===== src/rtl/uart_tx_engine.sv =====
// uart_tx_engine
//   Transmit-side sequencer for the UART peripheral. A byte written by the
//   processor is packed into an 11-bit frame: start bit, 7 or 8 data bits,
//   optional parity, and stop bits. The frame is shifted out LSB first on tx.
//   Each bit is held for K clocks. K comes from the baud_sel table, or from
//   BAUD_OVERRIDE when that parameter is nonzero.
//
// Ports
//   clock     system clock (100 MHz)
//   reset     asynchronous, active-low reset
//   load      one-cycle write strobe; accepted only while txrdy=1
//   out_port  byte to transmit
//   baud_sel  rate select, sampled when a load is accepted
//   eight     1 = 8 data bits, 0 = 7 data bits; sampled at load
//   pen       parity enable; sampled at load
//   ohel      1 = odd parity, 0 = even parity; sampled at load
//   tx        serial line; idles high
//   txrdy     1 = engine free to accept a load
//   tx_done   one-cycle pulse when a frame completes
//   busy      1 while a frame is in flight
module uart_tx_engine #(
    parameter int BAUD_OVERRIDE = 0,
    parameter int CNT_W         = 19
) (
    input  logic       clock,
    input  logic       reset,
    input  logic       load,
    input  logic [7:0] out_port,
    input  logic [3:0] baud_sel,
    input  logic       eight,
    input  logic       pen,
    input  logic       ohel,
    output logic       tx,
    output logic       txrdy,
    output logic       tx_done,
    output logic       busy
);

    typedef enum logic {IDLE, SEND} state_t;

    state_t           state_q, state_d;
    logic [10:0]      shreg_q;
    logic [CNT_W-1:0] kmax_q;
    logic [CNT_W-1:0] bit_time_q;
    logic [3:0]       bit_cnt_q;
    logic             tx_done_q;

    logic accept;
    logic btu;
    logic last_bit;

    // Clocks per bit at 100 MHz.
    function automatic logic [CNT_W-1:0] clocks_per_bit(input logic [3:0] sel);
        logic [CNT_W-1:0] k;
        case (sel)
            4'd0:    k = CNT_W'(333333);
            4'd1:    k = CNT_W'(83333);
            4'd2:    k = CNT_W'(41667);
            4'd3:    k = CNT_W'(20833);
            4'd4:    k = CNT_W'(10417);
            4'd5:    k = CNT_W'(5208);
            4'd6:    k = CNT_W'(2604);
            4'd7:    k = CNT_W'(1736);
            4'd8:    k = CNT_W'(868);
            4'd9:    k = CNT_W'(434);
            4'd10:   k = CNT_W'(217);
            default: k = CNT_W'(109);
        endcase
        if (BAUD_OVERRIDE != 0) begin
            k = CNT_W'(BAUD_OVERRIDE);
        end
        return k;
    endfunction

    // Builds the frame, index 0 transmitted first. Data width, parity enable
    // and parity sense are fully encoded here, so they need no separate
    // storage once the frame is loaded.
    function automatic logic [10:0] build_frame(input logic [7:0] d,
                                                input logic       e8,
                                                input logic       par_en,
                                                input logic       odd);
        logic       p;
        logic       par;
        logic       b8;
        logic       b9;
        p   = e8 ? (^d[7:0]) : (^d[6:0]);
        par = odd ? ~p : p;
        b8  = e8 ? d[7] : (par_en ? par : 1'b1);
        b9  = (e8 & par_en) ? par : 1'b1;
        return {1'b1, b9, b8, d[6:0], 1'b0};
    endfunction

    assign accept   = (state_q == IDLE) && load;
    assign btu      = (state_q == SEND) && (bit_time_q == kmax_q);
    assign last_bit = btu && (bit_cnt_q == 4'd10);

    always_ff @(posedge clock or negedge reset) begin
        if (!reset) begin
            state_q <= IDLE;
        end else begin
            state_q <= state_d;
        end
    end

    always_comb begin
        state_d = state_q;
        case (state_q)
            IDLE:    if (load)     state_d = SEND;
            SEND:    if (last_bit) state_d = IDLE;
            default: state_d = IDLE;
        endcase
    end

    always_ff @(posedge clock or negedge reset) begin
        if (!reset) begin
            shreg_q    <= '1;
            kmax_q     <= '0;
            bit_time_q <= '0;
            bit_cnt_q  <= '0;
            tx_done_q  <= 1'b0;
        end else begin
            tx_done_q <= last_bit;
            if (accept) begin
                shreg_q    <= build_frame(out_port, eight, pen, ohel);
                kmax_q     <= clocks_per_bit(baud_sel) - CNT_W'(1);
                bit_time_q <= '0;
                bit_cnt_q  <= '0;
            end else if (state_q == SEND) begin
                if (btu) begin
                    // Shift in ones so the line sits at the stop level after
                    // the last bit and between frames.
                    bit_time_q <= '0;
                    shreg_q    <= {1'b1, shreg_q[10:1]};
                    bit_cnt_q  <= last_bit ? 4'd0 : bit_cnt_q + 4'd1;
                end else begin
                    bit_time_q <= bit_time_q + CNT_W'(1);
                end
            end
        end
    end

    assign tx      = shreg_q[0];
    assign txrdy   = (state_q == IDLE);
    assign busy    = (state_q == SEND);
    assign tx_done = tx_done_q;

endmodule


===== config.mk =====
export PLATFORM = sky130hd
export DESIGN_NAME = uart_tx_engine
export DESIGN_NICKNAME = d
export VERILOG_FILES = /design/src/rtl/uart_tx_engine.sv
export SDC_FILE = /design/constraint.sdc
export NUM_CORES = 1
export LEC_CHECK = 0
export CAP_MARGIN = 20
export CELL_PAD_IN_SITES_DETAIL_PLACEMENT = 1
export CELL_PAD_IN_SITES_GLOBAL_PLACEMENT = 2
export CORE_UTILIZATION = 37
export CTS_CLUSTER_DIAMETER = 100
export DETAILED_ROUTE_END_ITERATION = 6
export PLACE_DENSITY = 0.81
export SLEW_MARGIN = 20
export SYNTH_ARGS = -nofsm -noshare
export SYNTH_HDL_FRONTEND = slang
export SYNTH_SLANG_ARGS = --single-unit

===== constraint.sdc =====
create_clock -name clock -period 2.55 [get_ports clock]
set_input_delay 0.51 -clock clock [delete_from_list [all_inputs] [get_ports clock]]
set_output_delay 0.51 -clock clock [all_outputs]
set_load 0.01 [all_outputs]

==> flow_metrics.env, run 1 <==
export IMPL_cp_data_required_time_ns=2.79
export IMPL_status="completed"
export IMPL_syn_cell_area_mm2=0.00336
export IMPL_finalInstanceArea_mm2=0.00409
export IMPL_grt_pass1_vias=3103
export IMPL_final_common_cell="dfrtp_1"
export IMPL_setup_ws_ns=0.192
export IMPL_cp_max_fo=13
export IMPL_setup_viol=0
export IMPL_drive_above_1_share=0.186
export IMPL_numCtsBuffers=5
export IMPL_fin_nets=443
export IMPL_crit_arrival_ns=2.60
export IMPL_reg2reg_depth=5
export IMPL_synth_top_cell_by_area="dfrtp_1"
export IMPL_avgRoutedWirePerCell_um=17.2
export IMPL_antenna_cells=0
export IMPL_core_mm2=0.00876
export IMPL_path_clk_slew_ns=0.09
export IMPL_place_area_mm2=0.00385
export IMPL_firstDrtPassIters=2
export IMPL_synth_top_area_share=0.328
export IMPL_cts_tree="yes"
export IMPL_reg2reg_to="shreg_q[3]"
export IMPL_r2r_slack_ns=0.29
export IMPL_slew_headroom=0.567
export IMPL_cts_sinks=54
export IMPL_fmax_mhz=424
export IMPL_drv_cap=0
export IMPL_synth_area_leaders="dfrtp_1 (33%), xnor2_1 (11%), dfstp_2 (7.8%), ha_1 (4.8%), nand2_1 (3.8%)"
export IMPL_place_hpwl_um=6550
export IMPL_rsz0062_at_grt="no"
export IMPL_crit_chain="clkdlybuf4s50_1 > buf_4 > inv_1 > ha_1 > and3b_1 > o32ai_2 > buf_4 > xnor2_1 > nand2_1 > nand2_1"
export IMPL_fin_crit_ns=2.36
export IMPL_dp_slack_ns=-0.551
export IMPL_p_leak_nw=1.67
export IMPL_synth_seq_area_share=0.406
export IMPL_syn_nets=399
export IMPL_overflow=0
export IMPL_die_h_um=97.2
export IMPL_startpoint_type="input pin"
export IMPL_criticalPathCategory="input pin to flip-flop"
export IMPL_hold_ws_ns=0.211
export IMPL_first_iter_violations=58
export IMPL_yosysUniqueCellTypes=50
export IMPL_final_cell_mix="dfrtp_1 (44), xnor2_1 (41), nand2_1 (34), buf_4 (34), nor2_1 (30)"
export IMPL_r2r_start="bit_time_q[17]"
export IMPL_avgSynthCellArea_um2=9.12
export IMPL_cts_buffer_depth=2
export IMPL_clk_insertion_delay_late_ns=0.31
export IMPL_drv_slew=0
export IMPL_grt_use_total=0.198
export IMPL_fin_skew_ns=0.0104
export IMPL_post_route_drc_count=0
export IMPL_grt_pass1_wl_um=15200
export IMPL_cp_end_kind="flip-flop"
export IMPL_synthArstFlopShare=1.00
export IMPL_cpPeakStageDelay_ns=0.54
export IMPL_htreeDepth=2
export IMPL_cp_slowest_cell="clkdlybuf4s50_1"
export IMPL_grt_max_degree=32
export IMPL_synth_edf_count=0
export IMPL_synth_warnings=0
export IMPL_post_route_util=0.467
export IMPL_detail_route_antenna_nets=0
export IMPL_cts_hold_buf=0
export IMPL_worst_slew_pin_slew_ns=0.650
export IMPL_ios=22
export IMPL_hold_viol=0
export IMPL_area_delta_synth_final_pct=21.9
export IMPL_hp_class="input pin to async pin"
export IMPL_routed_wl_um=8940
export IMPL_ir_drop_uv=204
export IMPL_die_w_um=97.2
export IMPL_num_vias=2770
export IMPL_syn_inst=368
export IMPL_via_per_inst=5.32
export IMPL_grt_antenna_before_repair=0
export IMPL_power_density_mw_per_mm2=570
export IMPL_ys_flop_type="dfrtp_1"
export IMPL_initial_core_util=0.383
export IMPL_final_period_utilization=0.925
export IMPL_die_area_mm2=0.00945
export IMPL_cts_root_buffer="clkbuf_8"
export IMPL_num_rows=34
export IMPL_io_buffer_count=21
export IMPL_ys_ff_latch=54
export IMPL_place_gp_congestion=0.807
[cell type report]
class / count / area, µm²
Clock inverter: 1 / 30.0
Timing Repair Buffer: 58 / 510
Sequential cell: 54 / 1360
Multi-Input combinational cell: 281 / 1930
Clock buffer: 7 / 76.3
Tap cell: 108 / 135
Inverter: 12 / 45.0
Fill cell: 1005 / 4670
[how the worst max path moves through the flow]
| stage | depth (start not counted) | startpoint | end |
|---|---|---|---|
| 2_1_floorplan | 12 | baud_sel[1] | kmax_q[6] |
| 3_3_place_gp | 12 | baud_sel[0] | kmax_q[6] |
| 3_5_place_dp | 12 | baud_sel[0] | kmax_q[6] |
| 4_1_cts | 13 | baud_sel[0] | kmax_q[4] |
| 5_1_grt | 10 | baud_sel[2] | kmax_q[6] |
| 6_report | 10 | baud_sel[2] | kmax_q[4] |
[kinds of logic after synthesis]
kind of cell	Yosys count	share of synthesized area
XOR/XNOR	49	0.132
AO/OA/AOI/OAI	65	0.129
flip-flops	54	0.406
adder cells (fa/ha/maj)	13	0.0485
AND/OR/NAND/NOR	152	0.236
multiplexers	2	0.00597
buffers and inverters	33	0.0421
[power breakdown]
part / total [mW] / internal (mW) / switching (mW) / leakage, nW
registers: 1.13 / 0.989 / 0.137 / 0.670
clock network: 0.568 / 0.294 / 0.274 / 0.0524
logic: 0.638 / 0.331 / 0.307 / 0.952
[Yosys cell counts (5+ instances only)]
| library cell | count |
|---|---|
| clkbuf_1 | 11 |
| a221o_1 | 5 |
| ha_1 | 13 |
| a21oi_1 | 16 |
| nand3_1 | 9 |
| nand4_1 | 13 |
| nor3b_1 | 8 |
| xnor2_1 | 41 |
| nor2_1 | 30 |
| xor2_1 | 7 |
| or2_2 | 5 |
| dfstp_2 | 10 |
| nand2b_1 | 5 |
| inv_1 | 12 |
| o31ai_1 | 6 |
| nor3_1 | 20 |
| nor2b_1 | 10 |
| nand2_1 | 34 |
| dfrtp_1 | 44 |
| buf_2 | 5 |
| o21ai_0 | 13 |
[flip-flops by register name (all words and copies together), names as in the netlist]
signal / flops
bit_cnt_q: 4
busy: 1
tx_done: 1
kmax_q: 19
shreg_q: 10
bit_time_q: 19
[critical path, delay by kind of cell]
family	cells	cell delay, ns
buf+inv	4	1.05
compound gates	1	0.35
simple gates	3	0.34
fa+ha+maj	1	0.24
xor+xnor	1	0.10
[metal layers]
layer	GRT usage	share of wire	up-vias	wire length, µm
met1	0.247	0.47	1360	4180
met5	0	0	-	0
met4	0.0498	0.015	0	133
met3	0.0230	0.019	12	169
met2	0.361	0.50	30	4450
li1	-	-	1368	-
[stage by stage]
stage | cells | power [mW] | setup TNS, ns
finish | 521 | 2.33 | 0
global placement | 509 | 1.74 | -1.97
detailed placement | 509 | 1.76 | -2.62
CTS | 517 | 2.34 | -0.0375
global route | 521 | 2.48 | 0
floorplan | 368 | 1.54 | 0
[what timing repair did]
action                     in CTS  in global routing
setup endpoints to repair       1                  9
resized for setup               4                 17
hold endpoints to repair        0                  0
setup buffers                   0                  4
pin swaps                       2                  7
Note: power is estimated with default switching activity, not from simulation.
==> run 2, diff against run 1 <==
--- a/config.mk
+++ b/config.mk
@@ -11,6 +11,7 @@
 export CORE_UTILIZATION = 37
 export CTS_CLUSTER_DIAMETER = 100
 export DETAILED_ROUTE_END_ITERATION = 6
+export GPL_ROUTABILITY_DRIVEN = 0
 export PLACE_DENSITY = 0.81
 export SLEW_MARGIN = 20
 export SYNTH_ARGS = -nofsm -noshare
==> results of run 2 <==
Same layout as run 1: the final DEF is identical, and so are final timing and power.
==> patch, RTL diff (config.mk and constraints of run 2) <==
Change the parameter `BAUD_OVERRIDE` from 0 to 1.
--- a/src/rtl/uart_tx_engine.sv
+++ b/src/rtl/uart_tx_engine.sv
@@ -19,7 +19,7 @@
 //   tx_done   one-cycle pulse when a frame completes
 //   busy      1 while a frame is in flight
 module uart_tx_engine #(
-    parameter int BAUD_OVERRIDE = 0,
+    parameter int BAUD_OVERRIDE = 1,
     parameter int CNT_W         = 19
 ) (
     input  logic       clock,
Behaviour: not the same (a bounded check fails within 4 cycles, from zero or initial values and one cycle with reset low).
==> patch against run 2 <==
Synthesized area fell by 45%. Maximum frequency is 15% higher. Worst hold slack better by 0.26 ns. Sequential cell count fell by 19. Via count is 49% lower. Cell count decreased by 46%. Largest cell class unchanged. Critical path type is now reg -> out. Setup slack improved by 0.30 ns. Count of clock-buffer cells in the layout unchanged. Highest routed layer unchanged. Die area fell by 44%. Register-to-register slack improved by 0.37 ns. Non-clock buffer count is 38 lower. Power fell by 14%. Wire length shrank 55%. Cell area is 47% lower.
==> patch: results <==
metrics = {
    "run_status": {
        "status": "finished, final reports clean",
    },
    "global_routing": {
        "grt_usage": 0.169,
        "grt_pass1_wl_um": 6800,
        "grt_pass1_vias": 1522,
        "pin_count_of_the_biggest_net_entering_global_routing": 36,
    },
    "synthesis": {
        "postSynthNetCount": 213,
        "ys_types": 46,
        "synthTopCellsByArea": "dfrtp_1, dfstp_2, nor2_1",
        "most_numerous_cell_types_in_the_synthesized_netlist": "nor2_1, nand2_1, dfrtp_1",
        "seq_area_frac_synth": 0.477,
    },
    "setup_path": {
        "data_arrival_at_the_endpoint_of_the_critical_path_ns": 1.55,
        "critical_path_peak_fanout": 14,
        "cp_top_family": "buffers and inverters",
        "critical_path.slowest_cell": "dfrtp_1",
        "timing.critical_path.slowest_cell_delay_ns": 0.62,
    },
    "cts": {
        "worst_skew_pair.late_latency_ns": 0.29,
        "numCtsBuffers": 5,
        "number_of_instances_resized_during_post_cts_repair": 0,
        "clock_path_buffers": 2,
        "clk_pin_slew_worst_paths_ns": 0.07,
        "h_tree_depth": 2,
    },
    "drt": {
        "dr.pass1.iters": 4,
        "vias": 1413,
        "detail_route.iter0.violations": 61,
        "drt_wl_total_um": 4020,
    },
    "timing": {
        "tightestPinTransition_ns": 0.525,
        "fin_worst_skew_ns": 0.00850,
    },
    "cells_and_area": {
        "share_of_cells_above_drive_strength_1": 0.141,
        "top_regs": "bit_time_q: 19 flops, shreg_q: 10 flops, bit_cnt_q: 4 flops",
        "nets": 234,
    },
    "pwr": {
        "cellLeakagePower_nw": 0.920,
        "netSwitchingPower_uw": 730,
        "vdd_drop_max_v": 0.000364,
    },
    "placement": {
        "io_buffer_count": 17,
        "post-place-ws_ns": 0.226,
        "detailed_place_hpwl_um": 2940,
    },
    "min_path": {
        "hold_path_class": "reg -> reg",
    },
}
==> patch: final cells by class <==
cell class                 count  area (µm²)
tap                           67        83.8
inverter                       7        26.3
sequential                    35         888
clock buffer                   7        86.3
multi-input combinational    143         892
fill                         548        2610
clock inverter                 1        5.00
timing repair buffer          20         193
==> patch: worst paths after layout <==
check                            from        endpoint  slack [ns]  cells past startpoint
max                              busy           txrdy        0.49                      2
min                        shreg_q[1]      shreg_q[0]        0.47                      2
max reg2reg                      busy  bit_time_q[15]        0.66                      5
min reg2reg                shreg_q[1]      shreg_q[0]        0.47                      2
max in group asynchronous       reset      shreg_q[8]        1.56                      2
min in group asynchronous       reset    bit_cnt_q[2]        0.64                      2
==> patch: layer usage <==
metal / global-route usage / part of all wire / up-vias
li1: - / - / 689
met5: 0 / 0 / -
met3: 0.0304 / 0.024 / 5
met4: 0.0588 / 0.013 / 0
met2: 0.322 / 0.54 / 17
met1: 0.187 / 0.42 / 702
==> patch: metrics by stage <==
stage	area (µm²)	cells	hold slack, ns
CTS	2170	280	0.472
global placement	2080	272	0.453
global route	2170	280	0.495
floorplan	1860	191	0.214
finish	2170	280	0.468
detailed placement	2080	272	0.462
==> patch: logic make-up (layout without fill, tap and decap cells) <==
group	count (synthesis)	after routing	synth area share
AND/OR/NAND/NOR	91	91	0.247
XOR/XNOR	24	24	0.113
multiplexers	1	1	0.00538
flip-flops	35	35	0.477
AO/OA/AOI/OAI	23	23	0.0874
adder cells (fa/ha/maj)	4	4	0.0269
buffers and inverters	13	35	0.0430
==> patch: power by group through the flow <==
| stage | combinational [mW] | clock, mW | sequential [mW] |
|---|---|---|---|
| 2_1_floorplan | 0.678 | 0 | 0.792 |
| 3_3_place_gp | 0.755 | 0 | 0.809 |
| 3_5_place_dp | 0.791 | 0 | 0.820 |
| 4_1_cts | 0.796 | 0.428 | 0.811 |
| 5_1_grt | 0.872 | 0.450 | 0.827 |
| 6_report | 0.771 | 0.418 | 0.808 |
==> patch: tightest hold or removal path: cells and delay by family, from the launching register on <==
kind          cells  cell delay [ns]
flops             1             0.37
simple gates      2             0.10
